--- src/rtl/line_buffer_pkg.sv ---
// Shared types and helpers for the rotating-row line buffer controller.
package line_buffer_pkg;

  typedef enum logic [1:0] {LB_IDLE, LB_FILL, LB_STREAM, LB_DONE} lb_state_t;

  localparam int LB_MAX_BANKS = 16;

  // Rotate a one-hot bank select left by one within the low n bits.
  function automatic logic [LB_MAX_BANKS-1:0] rotl_onehot(
    input logic [LB_MAX_BANKS-1:0] v,
    input int                      n
  );
    logic [LB_MAX_BANKS-1:0] top;
    top = LB_MAX_BANKS'(1) << (n - 1);
    if ((v & top) != '0) return LB_MAX_BANKS'(1);
    return v << 1;
  endfunction

endpackage

--- src/rtl/line_buffer_ctrl.sv ---
// Write/read controller for the rotating-row line buffer: writes each row into
// the next bank and reads the others at the same column.
module line_buffer_ctrl
  import line_buffer_pkg::*;
#(
  parameter int KER_SIZE = 3,
  parameter int DW       = 32,
  parameter int NW       = 32,
  parameter int AW       = $clog2(NW),
  parameter int HW       = 16
) (
  input  logic                clk,
  input  logic                rst,
  input  logic                start,
  input  logic [AW:0]         img_width,
  input  logic [HW-1:0]       img_height,
  input  logic                in_valid,
  output logic                in_ready,
  input  logic [DW-1:0]       in_data,
  output logic [AW-1:0]       a,
  output logic [KER_SIZE:0]   wen,
  output logic [KER_SIZE:0]   ren,
  output logic [DW-1:0]       d,
  output logic                out_valid,
  output logic [AW-1:0]       out_col,
  output logic [HW-1:0]       out_row,
  output logic                frame_done,
  output logic                busy
);

  localparam int NB = KER_SIZE + 1;

  lb_state_t       state, state_nx;
  logic [AW-1:0]   col;
  logic [HW-1:0]   row;
  logic [NB-1:0]   wr_bank;
  logic [AW:0]     width_q;
  logic [HW-1:0]   height_q;
  logic            accept, start_ok, col_last, row_last, row_done, streaming;

  assign in_ready   = (state == LB_FILL) || (state == LB_STREAM);
  assign busy       = (state != LB_IDLE);
  assign frame_done = (state == LB_DONE);
  assign streaming  = (state == LB_STREAM);
  assign accept     = in_valid & in_ready;
  assign start_ok   = start && (img_width != '0) && (img_width <= (AW+1)'(NW));
  assign col_last   = ({1'b0, col} == width_q - (AW+1)'(1));
  assign row_last   = (row == height_q - HW'(1));
  assign row_done   = accept & col_last;

  always_ff @(posedge clk) begin
    if (rst) state <= LB_IDLE;
    else     state <= state_nx;
  end

  // Array ports are combinational; the array registers them internally.
  always_comb begin
    state_nx = state;
    a   = '0;
    d   = '0;
    wen = '0;
    ren = '0;
    case (state)
      LB_IDLE:   if (start_ok) state_nx = LB_FILL;
      LB_FILL:   if (row_done) begin
                   if (row_last)                        state_nx = LB_DONE;
                   else if (row == HW'(KER_SIZE - 1))   state_nx = LB_STREAM;
                 end
      LB_STREAM: if (row_done && row_last) state_nx = LB_DONE;
      LB_DONE:   state_nx = LB_IDLE;
      default:   state_nx = LB_IDLE;
    endcase
    if (accept) begin
      a   = col;
      d   = in_data;
      wen = wr_bank;
      if (streaming) ren = ~wr_bank;
    end
  end

  always_ff @(posedge clk) begin
    if (rst) begin
      col       <= '0;
      row       <= '0;
      wr_bank   <= NB'(1);
      width_q   <= '0;
      height_q  <= '0;
      out_valid <= 1'b0;
      out_col   <= '0;
      out_row   <= '0;
    end else begin
      out_valid <= accept && streaming;
      if (accept && streaming) begin
        out_col <= col;
        out_row <= row;
      end
      if (state == LB_IDLE && start_ok) begin
        col      <= '0;
        row      <= '0;
        wr_bank  <= NB'(1);
        width_q  <= img_width;
        height_q <= img_height;
      end else if (accept) begin
        if (col_last) begin
          col     <= '0;
          row     <= row + HW'(1);
          wr_bank <= NB'(rotl_onehot(LB_MAX_BANKS'(wr_bank), NB));
        end else begin
          col <= col + AW'(1);
        end
      end
    end
  end

endmodule

--- config.mk ---
export PLATFORM = sky130hd
export DESIGN_NAME = line_buffer_ctrl
export DESIGN_NICKNAME = d
export VERILOG_FILES = /design/src/rtl/line_buffer_pkg.sv /design/src/rtl/line_buffer_ctrl.sv
export SDC_FILE = /design/constraint.sdc
export NUM_CORES = 1
export LEC_CHECK = 0
export CORE_MARGIN = 2
export CORE_UTILIZATION = 50
export DETAILED_ROUTE_END_ITERATION = 12
export MAX_ROUTING_LAYER = met4
export PLACE_DENSITY = 0.95
export SETUP_SLACK_MARGIN = 0.05
export SYNTH_ARGS = -nofsm -noshare
export SYNTH_HDL_FRONTEND = slang
export SYNTH_SLANG_ARGS = --single-unit
--- constraint.sdc ---
create_clock -name clk -period 8.59 [get_ports clk]
set_clock_uncertainty 0.05 [all_clocks]
set_input_delay 0.859 -clock clk [delete_from_list [all_inputs] [get_ports clk]]
set_output_delay 0.859 -clock clk [all_outputs]
set_load 0.05 [all_outputs]
==> impl_metrics.env, run 1 <==
export IMPL_placed_area_mm2=0.005170
export IMPL_grt_busiest_layer="met2"
export IMPL_clk_latency_ps=360
export IMPL_reg2reg_setup_slack_ps=5280
export IMPL_vias_per_cell=5.531
export IMPL_hold_viol_final=0
export IMPL_syn_inst=484
export IMPL_antenna_found_initial=0
export IMPL_hold_class="register to register"
export IMPL_yosys_top_cells_area="dfxtp_1 36%, and3_1 7.1%, mux2i_1 6.8%, nor2_1 6.3%, nand2_1 6.2%"
export IMPL_ant_nets=0
export IMPL_cp_cell_sequence="clkdlybuf4s50_1, and2_1, nand2_1, nor2_1, clkdlybuf4s50_1"
export IMPL_cap_viol_max_count=0
export IMPL_status="completed"
export IMPL_power_density_mw_per_mm2=200.0
export IMPL_maxSlewHeadroom_pct=26.73
export IMPL_ys_seq_elements=71
export IMPL_finalCritPeriodShare_pct=51.76
export IMPL_grt_pass1_vias=3659
export IMPL_grt_setup_unrepaired="false"
export IMPL_layout_commonest_cell="clkdlybuf4s50_1"
export IMPL_power_frac_clock_pct=24.7
export IMPL_slew_violations=0
export IMPL_syn_area_mm2=0.003951
export IMPL_cts_sinks=71
export IMPL_wl_um=11060
export IMPL_grt_use_met2_pct=43.12
export IMPL_grt_max_degree=49
export IMPL_worstSetupPathType="input pin to primary output"
export IMPL_drt_iter0_markers=275
export IMPL_hold_start="out_row[13]"
export IMPL_coreArea_mm2=0.007687
export IMPL_cp_required_ps=7680
export IMPL_path_max_fanout=45
export IMPL_cts_resized=0
export IMPL_io_buffers=127
export IMPL_wire_per_inst_um=15.91
export IMPL_die_area_mm2=0.008629
export IMPL_post_cts_buffers=0
export IMPL_layout_min_cycle_time_ps=4446
export IMPL_cpMostUsedCell="clkdlybuf4s50_1"
export IMPL_htree_levels=3
export IMPL_hpwl_um=7812
export IMPL_ioPinCount=128
export IMPL_holdPathStages=2
export IMPL_fp_dieH_um=92.90
export IMPL_synth_top_area_share_pct=35.97
export IMPL_globalRouteMet3Util_pct=6.591
export IMPL_crit_reg2reg_launch="state[0]"
export IMPL_yosysSeqAreaShare_pct=35.97
export IMPL_grt_overflow=0
export IMPL_r2r_end="row[12]"
export IMPL_synthesis_nets=551
export IMPL_synth_ff_type="dfxtp_1"
export IMPL_drc=0
export IMPL_yosysUniqueCellTypes=53
export IMPL_final_cell_area_mm2=0.005366
export IMPL_start_util_pct=51.40
export IMPL_setup_worst_path_end_class="primary output"
export IMPL_die_w_um=92.90
export IMPL_fin_nets=656
export IMPL_mostFrequentLayoutCells="127 x clkdlybuf4s50_1, 71 x dfxtp_1, 66 x nor2_1"
export IMPL_p_sw_share_pct=39.13
export IMPL_clockRootBuffer="clkbuf_8"
export IMPL_power_share_sequential_pct=34.1
export IMPL_clk_path_buf_depth=2
export IMPL_setup_viol=0
export IMPL_cts_tree="yes"
export IMPL_area_growth_pct=35.81
export IMPL_grt_pass1_wl_um=17770
export IMPL_max_freq_mhz=224.9
export IMPL_dr_pass1_iters=5
export IMPL_num_rows=32
export IMPL_final_layout_size_suffix_gt1_share_pct=5.228
export IMPL_hold_buffers=0
export IMPL_whs_endpoint="out_row[13]"
export IMPL_path_clk_slew_ps=80
export IMPL_leakage_uw=0.002223
export IMPL_tns_ps=0
export IMPL_track_usage_pct=26.60
export IMPL_yosys_warnings=0
export IMPL_synth_edf_count=0
export IMPL_routabilityCongestion=0.8517
export IMPL_power_switching_uw=420.0
export IMPL_critPathLaunchType="input pin"
export IMPL_numCtsBuffers=9
export IMPL_critPathMaxStageDelay_ps=1200
export IMPL_comb_power_share_pct=41.2
export IMPL_tightestPinTransition_ps=1096
export IMPL_reg2reg_depth=8
export IMPL_num_vias=3844
export IMPL_antenna_cells=0
export IMPL_p_int_uw=653.3
export IMPL_syn_avg_cell_area_um2=8.164
export IMPL_fin_ws_ps=4144
export IMPL_grtUsageMet1_pct=32.20
export IMPL_async_reset_ff_share_pct=0
export IMPL_worst_path_max_delay_cell="clkdlybuf4s50_1"
export IMPL_place_ws_ps=4202
export IMPL_synth_area_leader_cell="dfxtp_1"
export IMPL_ir_drop_mv=0.1436
export IMPL_cp_arrival_ps=3540
==> flip-flops by register name (all words and copies together) (netlist names) <==
signal and flops:
wr_bank 4, state 2, col 5, out_valid 1, out_row 16, out_col 5, width_q 6, height_q 16
row 16
==> cells in the mapped netlist (all sizes together) (3+ instances only) <==
cell,instances
ha,9
nand2,65
buf,4
nor2,66
xnor2,15
dfxtp,71
xor2,25
or3,3
nor3b,5
clkbuf,30
o31ai,4
mux2i,27
nor4,8
nand2b,3
o21ai,3
and3,45
inv,12
or4,4
a21oi,35
nand3,13
nand3b,4
nand4,3
nor3,6
==> routing by layer <==
metal	part of all wire (%)	wire (um)	up-vias
li1	-	-	1867
met1	43	4721	1805
met2	50	5477	139
met5	0	0	-
met4	2.1	231	0
met3	5.6	624	33
==> cells by family (layout without fill, tap and decap cells) <==
logic type / count (synthesis) / after routing / share of synthesized area [%]
AO/OA/AOI/OAI: 54 / 54 / 8.677
XOR/XNOR: 40 / 40 / 8.866
adder cells (fa/ha/maj): 9 / 9 / 2.850
buffers and inverters: 47 / 156 / 6.080
flip-flops: 71 / 71 / 35.97
multiplexers: 28 / 28 / 7.125
AND/OR/NAND/NOR: 235 / 235 / 30.43
==> worst max path at each step <==
stage	depth (start not counted)	start	to	slack [ps]
2_1_floorplan	6	state[0]	ren[0]	5430
6_report	5	in_valid	ren[0]	4140
4_1_cts	5	in_valid	ren[0]	4200
3_5_place_dp	5	in_valid	ren[0]	4200
5_1_grt	5	in_valid	ren[0]	3960
3_3_place_gp	5	in_valid	ren[2]	4310
==> power groups by stage <==
stage / Clock (uW) / Sequential, uW / Combinational (uW)
after floorplan: 0 / 365 / 321
after global placement: 0 / 371 / 424
after detailed placement: 0 / 373 / 436
after CTS: 269 / 365 / 440
after global routing: 284 / 369 / 472
final: 266 / 366 / 442
==> metrics by stage <==
step | hold slack [ps] | instances | utilization (%) | total power, uW
after CTS | 410.9 | 695 | 69.81 | 1074
after global placement | 399.5 | 680 | 67.25 | 795.3
after detailed placement | 396.5 | 680 | 67.25 | 808.9
after global routing | 422.3 | 695 | 69.81 | 1124
final | 410.3 | 695 | 69.81 | 1073
after floorplan | 415.6 | 484 | - | 685.4
==> layout make-up <==
| cell class | count | area, um2 |
|---|---|---|
| fillers | 588 | 2321 |
| clock buffers | 10 | 137.6 |
| well taps | 102 | 127.6 |
| inverters | 12 | 45.04 |
| flip-flops and latches | 71 | 1421 |
| repair buffers | 129 | 1286 |
| clock inverters | 5 | 58.81 |
| multi-input cells | 366 | 2290 |
==> worst max-delay path: cells and delay by family <==
| kind | cells | cell delay, ps |
|---|---|---|
| buffers and inverters | 2 | 2010 |
| AND/OR/NAND/NOR | 3 | 650 |
Power figures use the tool's default switching activity.
==> run 2, diff against run 1 <==
--- a/config.mk
+++ b/config.mk
@@ -6,10 +6,10 @@
 export NUM_CORES = 1
 export LEC_CHECK = 0
 export CORE_MARGIN = 2
-export CORE_UTILIZATION = 50
+export CORE_UTILIZATION = 42
 export DETAILED_ROUTE_END_ITERATION = 12
 export MAX_ROUTING_LAYER = met4
-export PLACE_DENSITY = 0.95
+export PLACE_DENSITY = 0.88
 export SETUP_SLACK_MARGIN = 0.05
 export SYNTH_ARGS = -nofsm -noshare
 export SYNTH_HDL_FRONTEND = slang
==> constraint.sdc (replaced) <==
create_clock -name clk -period 3.9 [get_ports clk]
set_clock_uncertainty 0.05 [all_clocks]
set_input_delay 0.39 -clock clk [delete_from_list [all_inputs] [get_ports clk]]
set_output_delay 0.39 -clock clk [all_outputs]
set_load 0.05 [all_outputs]
==> impl_metrics.env, run 2 (synthesis gave the netlist of run 1 again) <==
export IMPL_status="completed"
export IMPL_cts_sinks=71
export IMPL_grt_pass1_wl_um=17440
export IMPL_hold_class="register to register"
export IMPL_clockRootBuffer="clkbuf_8"
export IMPL_die_area_mm2=0.01020
export IMPL_setup_worst_path_end_class="primary output"
export IMPL_cts_resized=0
export IMPL_nFillCells=805
export IMPL_multiInputGateArea_mm2=0.002290
export IMPL_grt_overflow=0
export IMPL_mostFrequentLayoutCells="127 x clkdlybuf4s50_1, 71 x dfxtp_1, 66 x nor2_1"
export IMPL_cp_arrival_ps=2830
export IMPL_ir_drop_mv=0.4466
export IMPL_num_rows=35
export IMPL_cts_tree="yes"
export IMPL_fin_nets=658
export IMPL_htree_levels=3
export IMPL_tightestPinTransition_ps=899.0
export IMPL_clk_latency_ps=360
export IMPL_grt_pass1_vias=3728
export IMPL_p_sw_share_pct=36.52
export IMPL_area_growth_pct=38.19
export IMPL_grt_max_degree=49
export IMPL_fp_dieH_um=101.0
export IMPL_ant_nets=0
export IMPL_track_usage_pct=22.09
export IMPL_num_vias=3815
export IMPL_maxSlewHeadroom_pct=40.07
export IMPL_post_cts_buffers=0
export IMPL_final_layout_size_suffix_gt1_share_pct=5.705
export IMPL_io_buffers=127
export IMPL_cp_required_ps=3460
export IMPL_layout_commonest_cell="clkdlybuf4s50_1"
export IMPL_die_w_um=101.0
export IMPL_power_switching_uw=929.8
export IMPL_worstSetupPathType="register to primary output"
export IMPL_regArea_mm2=0.001421
export IMPL_finalCritPeriodShare_pct=83.95
export IMPL_wire_per_inst_um=15.13
export IMPL_leakage_uw=0.002272
export IMPL_coreArea_mm2=0.009196
export IMPL_final_cell_area_mm2=0.005460
export IMPL_antenna_found_initial=0
export IMPL_clk_path_buf_depth=2
export IMPL_grt_setup_unrepaired="false"
export IMPL_vias_per_cell=5.396
export IMPL_wl_um=10700
export IMPL_dr_pass1_iters=4
export IMPL_routabilityCongestion=0.8478
export IMPL_drt_iter0_markers=250
export IMPL_top_regs="height_q: 16 flops, out_row: 16 flops, row: 16 flops"
export IMPL_holdPathStages=2
export IMPL_placed_area_mm2=0.005196
export IMPL_numCtsBuffers=9
export IMPL_ioPinCount=128
export IMPL_path_max_fanout=16
export IMPL_hold_viol_final=0
export IMPL_power_share_sequential_pct=31.6
export IMPL_power_density_mw_per_mm2=466.3
export IMPL_drc=0
export IMPL_hold_buffers=0
export IMPL_cap_viol_max_count=0
export IMPL_hold_slack_ps=404.4
export IMPL_start_util_pct=42.97
export IMPL_reg2reg_depth=9
export IMPL_tns_ps=0
export IMPL_comb_power_share_pct=38.4
export IMPL_hpwl_um=7805
export IMPL_p_int_uw=1616
export IMPL_setup_viol=0
export IMPL_path_clk_slew_ps=80
export IMPL_max_freq_mhz=305.4
export IMPL_slew_violations=0
export IMPL_layout_min_cycle_time_ps=3274
export IMPL_critPathLaunchType="register"
export IMPL_antenna_cells=0
export IMPL_power_frac_clock_pct=30.0
run 2: worst max-delay path, cell delays in order, from the launching register on:
cell and delay (ps):
dfxtp_1 390, inv_1 110, ha_1 560, and2_1 340, nand2_1 150, nor2_1 110, clkdlybuf4s50_1 820
run 2: power by group through the flow:
stage               registers, uW  logic [uW]  clock network (uW)
global placement              818         948                   0
global route                  811        1040                 802
detailed placement            821         970                   0
CTS                           804         976                 774
floorplan                     803         706                   0
finish                        806         977                 763
run 2: layout make-up:
cell class | count | area share (%)
clock buffers | 12 | 3.025
clock inverters | 4 | 1.810
inverters | 12 | 0.8249
multi-input cells | 366 | 41.93
flip-flops and latches | 71 | 26.03
well taps | 111 | 2.544
repair buffers | 131 | 23.83
run 2: routing by layer:
layer	wire length [um]	global-route usage [%]	up-vias
li1	-	-	1863
met1	4795	27.39	1793
met2	5130	35.64	133
met3	556	5.617	26
met4	216	6.445	0
met5	0	-	-
run 2: worst paths after layout:
kind,start,to,slack [ps]
setup / recovery,state[0],ren[2],630
hold / removal,out_col[0],out_col[0],400
setup reg to reg,width_q[2],row[13],650
hold reg to reg,out_col[0],out_col[0],400
run 2: stage by stage:
step	setup slack, ps	power [uW]	util, %	std cells
after floorplan	900.5	1510	-	484
after global placement	754.7	1766	56.50	691
after detailed placement	681.5	1791	56.50	691
after CTS	602.3	2554	59.37	707
after global routing	362.6	2653	59.37	707
final	626.1	2546	59.37	707
==> run 3, diff against run 2 <==
==> constraint.sdc (replaced) <==
create_clock -name clk -period 3 [get_ports clk]
set_clock_uncertainty 0.05 [all_clocks]
set_input_delay 0.3 -clock clk [delete_from_list [all_inputs] [get_ports clk]]
set_output_delay 0.3 -clock clk [all_outputs]
set_load 0.05 [all_outputs]
==> impl_metrics.env, run 3 (synthesis gave the netlist of run 1 again) <==
export IMPL_status="completed"
export IMPL_leakage_uw=0.002445
export IMPL_nFillCells=773
export IMPL_drc=0
export IMPL_clk_path_buf_depth=2
export IMPL_dr_pass1_iters=4
export IMPL_grt_max_degree=48
export IMPL_wire_per_inst_um=15.36
export IMPL_die_area_mm2=0.01020
export IMPL_tightestPinTransition_ps=807.8
export IMPL_dpl_cell_count=702
export IMPL_path_clk_slew_ps=80
export IMPL_path_max_fanout=6
export IMPL_mostFrequentLayoutCells="82 x clkdlybuf4s50_1, 67 x dfxtp_1, 66 x nor2_1"
export IMPL_worstSetupPathType="register to register"
export IMPL_cp_required_ps=3180
export IMPL_critPathLaunchType="register"
export IMPL_grt_setup_unrepaired="true"
export IMPL_area_growth_pct=39.84
export IMPL_grt_overflow=0
export IMPL_track_usage_pct=22.22
export IMPL_wl_um=11040
export IMPL_final_layout_size_suffix_gt1_share_pct=16.94
export IMPL_cap_viol_max_count=0
export IMPL_grt_pass1_wl_um=17770
export IMPL_placed_area_mm2=0.005235
export IMPL_cp_arrival_ps=3160
export IMPL_layout_min_cycle_time_ps=2987
export IMPL_ant_nets=0
export IMPL_drt_iter0_markers=181
export IMPL_die_w_um=101.0
export IMPL_hold_viol_final=0
export IMPL_max_freq_mhz=334.8
export IMPL_cts_tree="yes"
export IMPL_power_density_mw_per_mm2=572.7
export IMPL_maxSlewHeadroom_pct=46.01
export IMPL_hold_slack_ps=405.1
export IMPL_grt_pass1_vias=3763
export IMPL_ioPinCount=128
export IMPL_routabilityCongestion=0.9778
export IMPL_clockRootBuffer="clkbuf_8"
export IMPL_place_ws_ps=-59.32
export IMPL_top_regs="height_q: 16 flops, out_row: 16 flops, row: 16 flops"
export IMPL_start_util_pct=42.97
export IMPL_final_cell_area_mm2=0.005525
export IMPL_hold_class="register to register"
export IMPL_coreArea_mm2=0.009196
export IMPL_num_rows=35
export IMPL_finalCritPeriodShare_pct=99.57
export IMPL_clk_latency_ps=350
export IMPL_fin_ws_ps=12.92
export IMPL_fin_nets=671
export IMPL_hpwl_um=7882
export IMPL_antenna_found_initial=0
export IMPL_htree_levels=3
export IMPL_antenna_cells=0
export IMPL_setup_worst_path_end_class="register"
export IMPL_cts_sinks=71
export IMPL_slew_violations=0
export IMPL_vias_per_cell=5.334
export IMPL_ir_drop_mv=0.3911
export IMPL_setup_viol=0
export IMPL_io_buffers=127
export IMPL_num_vias=3835
export IMPL_hold_buffers=0
export IMPL_finish_utilization_pct=60.08
export IMPL_numCtsBuffers=9
export IMPL_fp_dieH_um=101.0
export IMPL_layout_commonest_cell="clkdlybuf4s50_1"
export IMPL_layout_cells_non_filler=719
run 3: cell count changes in the layout (fill, tap and decap cells not counted), moves of 2 or more:
cell             delta
buf_6               +2
dfxtp_2             +3
nor4_4              +2
bufinv_16           -2
inv_1               -2
buf_12              +5
inv_2               +2
dfxtp_1             -4
buf_4              +51
clkdlybuf4s50_1    -45
run 3: report_power, final:
group | total [uW] | internal, uW | switching, uW
registers | 1040 | 985 | 54.9
logic | 1340 | 529 | 816
clock network | 779 | 424 | 355
run 3: stage by stage:
step / setup TNS [ps] / total power (uW)
after floorplan: 0 / 1967
after global placement: 0 / 2289
after detailed placement: -114.1 / 2329
after CTS: 0 / 3118
after global routing: -222.4 / 3321
final: 0 / 3164
run 3: routing by layer:
layer | share of wire (%) | up-vias | track usage, %
li1 | - | 1884 | -
met1 | 42 | 1825 | 26.78
met2 | 51 | 110 | 37.33
met3 | 5.6 | 16 | 5.895
met4 | 1.3 | 0 | 4.990
met5 | 0 | - | -
run 3: path summary, 6_finish.rpt:
path | from | to | slack (ps) | cells past startpoint
hold / removal | out_col[3] | out_col[3] | 410 | 2
setup reg to reg | height_q[3] | state[0] | 10 | 10
hold reg to reg | out_col[3] | out_col[3] | 410 | 2
setup / recovery | height_q[3] | state[0] | 10 | 10
run 3: critical path, stage by stage, from the launching register on:
cell,delay (ps)
dfxtp_4,370
or3_4,390
buf_6,140
or4_4,460
xnor2_2,150
o221ai_1,180
a21oi_1,120
or4b_4,570
a21oi_4,190
o211a_1,190
o31ai_2,60
run 3: cell type report:
class	count	area [um2]	area share, %
Multi-Input combinational cell	366	2359	42.69
Sequential cell	71	1429	25.86
Clock buffer	12	155.1	2.808
Clock inverter	3	42.54	0.7699
Timing Repair Buffer	144	1356	24.55
Tap cell	111	138.9	2.514
Inverter	12	45.04	0.8152
run 3: what timing repair did:
item,in CTS,in global routing
pin swaps,5,11
buffers inserted,1,1
endpoints found under the setup margin,2,3
gates resized for setup,3,15
